File: src/rtl/mux8_rr_arbiter.sv
// Round-robin owner arbiter for a shared 8:1 single-bit mux, with a one-cycle
// break-before-make gap between owners. Define ARB_TIMEOUT_EN for forced release after HOLD_MAX cycles.
module mux8_rr_arbiter #(
    parameter int unsigned HOLD_MAX = 16
) (
    input  logic       clk,
    input  logic       rst_n,
    input  logic [7:0] req,
    output logic [7:0] grant,
    output logic [2:0] sel,
    output logic       sel_valid,
    output logic       busy
);

    localparam int unsigned N  = 8;
    localparam int unsigned SW = 3;
`ifdef ARB_TIMEOUT_EN
    localparam int unsigned CW = 8;
    localparam logic [CW-1:0] HOLD_LAST = CW'(HOLD_MAX - 1);
`endif

    typedef enum logic [1:0] {
        IDLE  = 2'd0,
        GRANT = 2'd1,
        GAP   = 2'd2
    } state_t;

    generate
        if (HOLD_MAX < 2 || HOLD_MAX > 255) begin : g_bad_hold_max
            $error("mux8_rr_arbiter: HOLD_MAX must be in 2..255");
        end
    endgenerate

    state_t          state_q, state_d;
    logic [N-1:0]    grant_q, grant_d;
    logic [SW-1:0]   sel_q, sel_d;
    logic            sel_valid_q, sel_valid_d;
    logic            busy_q, busy_d;
    logic [SW-1:0]   ptr_q, ptr_d;
`ifdef ARB_TIMEOUT_EN
    logic [CW-1:0]   hold_q, hold_d;
`endif

    // Rotate requests so ptr_q sits at bit 0, then pick the lowest set bit.
    logic [2*N-1:0]  req_dbl_c;
    logic [N-1:0]    req_rot_c;
    logic [SW-1:0]   offset_c;
    logic [SW-1:0]   winner_c;
    logic            release_c;

    always_comb begin
        req_dbl_c = {req, req} >> ptr_q;
        req_rot_c = req_dbl_c[N-1:0];
        offset_c  = '0;
        for (int i = N - 1; i >= 0; i--) begin
            if (req_rot_c[i]) begin
                offset_c = SW'(i);
            end
        end
        winner_c = ptr_q + offset_c;
    end

    // Owner gives the mux back when it drops req, or (optionally) when its time is up and someone waits.
    always_comb begin
        release_c = ~req[sel_q];
`ifdef ARB_TIMEOUT_EN
        if ((hold_q == HOLD_LAST) && (|(req & ~grant_q))) begin
            release_c = 1'b1;
        end
`endif
    end

    always_comb begin
        state_d     = state_q;
        grant_d     = grant_q;
        sel_d       = sel_q;
        sel_valid_d = sel_valid_q;
        ptr_d       = ptr_q;
`ifdef ARB_TIMEOUT_EN
        hold_d      = hold_q;
`endif

        case (state_q)
            IDLE, GAP: begin
                if (|req) begin
                    state_d     = GRANT;
                    grant_d     = N'(1) << winner_c;
                    sel_d       = winner_c;
                    sel_valid_d = 1'b1;
`ifdef ARB_TIMEOUT_EN
                    hold_d      = '0;
`endif
                end else begin
                    state_d     = IDLE;
                    grant_d     = '0;
                    sel_valid_d = 1'b0;
                end
            end
            GRANT: begin
                if (release_c) begin
                    state_d     = GAP;
                    grant_d     = '0;
                    sel_valid_d = 1'b0;
                    ptr_d       = sel_q + SW'(1);
                end
`ifdef ARB_TIMEOUT_EN
                else if (hold_q != HOLD_LAST) begin
                    hold_d = hold_q + CW'(1);
                end
`endif
            end
            default: begin
                state_d     = IDLE;
                grant_d     = '0;
                sel_valid_d = 1'b0;
            end
        endcase

        busy_d = (state_d != IDLE);
    end

    always_ff @(posedge clk) begin
        if (!rst_n) begin
            state_q     <= IDLE;
            grant_q     <= '0;
            sel_q       <= '0;
            sel_valid_q <= 1'b0;
            busy_q      <= 1'b0;
            ptr_q       <= '0;
`ifdef ARB_TIMEOUT_EN
            hold_q      <= '0;
`endif
        end else begin
            state_q     <= state_d;
            grant_q     <= grant_d;
            sel_q       <= sel_d;
            sel_valid_q <= sel_valid_d;
            busy_q      <= busy_d;
            ptr_q       <= ptr_d;
`ifdef ARB_TIMEOUT_EN
            hold_q      <= hold_d;
`endif
        end
    end

    assign grant     = grant_q;
    assign sel       = sel_q;
    assign sel_valid = sel_valid_q;
    assign busy      = busy_q;

endmodule
File: config.mk
export PLATFORM = sky130hd
export DESIGN_NAME = mux8_rr_arbiter
export DESIGN_NICKNAME = d
export VERILOG_FILES = /design/src/rtl/mux8_rr_arbiter.sv
export SDC_FILE = /design/constraint.sdc
export NUM_CORES = 1
export LEC_CHECK = 0
export CAP_MARGIN = 20
export CORE_UTILIZATION = 50
export CTS_CLUSTER_DIAMETER = 100
export DETAILED_ROUTE_END_ITERATION = 10
export PLACE_DENSITY_LB_ADDON = 0.05
export RECOVER_POWER = 25
export SYNTH_ARGS = -nofsm -noshare
export SYNTH_HDL_FRONTEND = slang
export SYNTH_SLANG_ARGS = --single-unit
export TNS_END_PERCENT = 5
File: constraint.sdc
create_clock -name clk -period 4 [get_ports clk]
set_input_delay 0.8 -clock clk [delete_from_list [all_inputs] [get_ports clk]]
set_output_delay 0.8 -clock clk [all_outputs]
set_load 0.005 [all_outputs]
==> impl_metrics.yaml <==
synthesis:
  synthArstFlopShare: 0
  synth_enable_flop_cells: 0
  yosys.cell_types.count: 55
  syn_avg_cell_area_um2: 7.99
  synth.yosys.seq_area_share: 0.159
  ys_dominant_reg_cell: "dfxtp_1"
  yosys_register_bits: 18
  postSynthCellCount: 283
  syn-num-nets: 296
  synth_area_um2: 2260
  ys_warn_count: 0
route:
  drt_pass1_iterations: 4
  routed_wirelength_um: 6220
  antenna_left: 0
  drc: 0
  routedWlPerCell_um: 16.8
  via_count: 2394
  viasPerCell: 6.47
  drt-initial-drc-count: 237
finish:
  antennaDiodeCount: 0
  final_cell_mix: "buf_4 (37), nor2_1 (23), a21oi_1 (22)"
  nFillCells: 385
  layout_commonest_cell: "buf_4"
  syn_to_final_growth_pct: 25.5
  design_area_um2: 2840
  finish.utilization: 0.652
  layout.nets: 332
  final_cells: 370
  drive_gt1_frac: 0.242
worst_setup_path:
  critical-path-top-delay-family: "buffers and inverters"
  crit_buf_inv: 3
  slowest_stage: "fa_2"
  r2r-end: "grant[5]"
  cp.required_ps: 4130
  cp.arrival_ps: 4000
  critPathKind: "input port to flop"
  ff2ff_path_depth: 15
  crit_path_max_fanout: 9
  critPathLaunchType: "input port"
  path_cells: "clkdlybuf4s50_1, buf_6, nor2_1, mux4_2, o21ai_0, o21ai_0, a32oi_1, fa_2, buf_6, and4_1, o211ai_1, nor3_1, nor4_1, nand3_1"
  reg2reg_from: "ptr_q[1]"
  r2r_slack_ps: 370
  cp-end-kind: "flop"
  max_stage_delay_ps: 560
floorplanning:
  start_util: 0.520
  placementRows: 24
  io_pins: 23
  die_h_um: 69.3
  die_area_um2: 4800
  coreArea_um2: 4350
  die_x_um: 69.3
clocking:
  cts_sinks: 18
  cts.clk_slew.worst_paths_ps: 70
  cts_made_buffers: 3
  cts_tree: "built"
  root_buffer: "clkbuf_8"
  cts_hold_buf: 0
  cts_buffer_depth: 2
  htreeDepth: 1
  clk_latency_ps: 250
timing:
  fin_tns_setup_ps: 0
  fin_crit_sh: 0.968
  hold_violations: 0
  rsz0062_at_grt: "yes"
  relSlewSlack: 0.584
  finalSetupViolations: 0
  tightest_slew_ps: 624
  clock.fmax_mhz: 258
  finalClockSkew_ps: 2.38
  slew_violations: 0
  period_needed_ps: 3870
  fin_ws_ps: 127
worst_hold_path:
  hold_depth: 2
  hold_start: "grant[5]"
  hp-class: "flop to flop"
  min_to: "grant[5]"
pwr:
  p_leak_uw: 0.00113
  p_per_area_nw_per_um2: 380
  ir_worst_vdd_mv: 0.193
global_routing:
  grt_pass1_vias: 2016
  grt_pass1_wl_um: 9780
  grt_max_degree: 21
  grt_remaining_overflow: 0
  grt_antenna_before_repair: 0
  grt.total_usage: 0.244
place:
  io_buffers: 22
  place.gp.congestion: 0.912
  post-place-ws_ps: -363
  dp_cells: 360
  place_hpwl_um: 4320
  placed_cell_area_um2: 2640
run_status:
  status: "completed"
job:
  cap_violations: 0
worst register-to-register path, delay by kind of cell (launching register included):
kind / cells / cell delay [ps]
buf+inv: 3 / 510
mux: 2 / 370
simple gates: 5 / 900
flops: 1 / 550
fa+ha+maj: 2 / 750
compound gates: 3 / 430
cell usage after synthesis, types with 4 or more instances:
library cell	n	share of area
buf_6	8	0.040
o21ai_0	7	0.015
mux4_2	4	0.040
inv_1	8	0.013
nor4bb_1	6	0.027
dfxtp_1	18	0.16
a21oi_1	23	0.051
and4b_1	7	0.031
nand2_1	11	0.018
a32oi_1	10	0.039
clkbuf_1	14	0.023
mux4_1	5	0.058
nor4_1	10	0.028
o211ai_1	20	0.066
nor2b_1	6	0.017
nor2_1	23	0.038
nor4b_1	4	0.015
mux2i_1	11	0.049
or2_1	7	0.019
nand3_1	8	0.018
buf_2	11	0.024
nor3_1	19	0.042
cell families after synthesis:
group	Yosys count	synth area share
DFF	18	0.159
buffers and inverters	45	0.109
muxes	20	0.147
adders and majority gates	3	0.0199
AOI/OAI and AO/OA	79	0.257
and+or+nand+nor	117	0.304
xor gates and xnor gates	1	0.00387
final cells by class:
type                    instances  area, um2  share of cell area
multi-input cells             220       1720               0.605
clock buffers                   4       55.1              0.0194
repair buffers                 66        603               0.212
well taps                      52       65.1              0.0229
inverters                      10       37.5              0.0132
flip-flops and latches         18        360               0.127
routing by layer:
metal | up-vias | global-route usage | wire length (um)
met3 | 10 | 0.0160 | 259
li1 | 1165 | - | -
met4 | 0 | 0.0794 | 93
met2 | 74 | 0.386 | 2990
met1 | 1145 | 0.353 | 2870
met5 | - | 0 | 0
how the worst max path moves through the flow:
stage,slack (ps),startpoint,cells past startpoint,endpoint
global route,-20,req[0],17,grant[2]
CTS,-30,req[3],14,grant[4]
finish,130,req[0],14,grant[5]
global placement,-300,req[2],14,grant[4]
detailed placement,-360,req[3],14,grant[4]
floorplan,220,req[3],15,grant[5]
report_power, final:
| part | leakage (uW) | switching [uW] | internal (uW) |
|---|---|---|---|
| logic | 0.000956 | 343 | 340 |
| clock network | 0.0000288 | 62.7 | 87.5 |
| registers | 0.000147 | 33.3 | 212 |
per-stage QoR:
stage	total power, uW	hold WS, ps
floorplan	646	463
global placement	863	450
detailed placement	870	458
CTS	1020	476
global route	1150	506
finish	1080	467
repair_timing:
action                                  in CTS  in global routing
gates resized for setup                      1                 33
pin swaps                                    0                 15
setup buffers                                0                  6
cloned                                       0                  0
endpoints found under the setup margin       5                  9
sequential cells by signal, summed over array words and instances, names as in the netlist:
signal / cells
grant: 8
ptr_q: 3
sel: 3
state_q: 2
busy: 1
sel_valid: 1
Note: power is estimated with default switching activity, not from simulation.
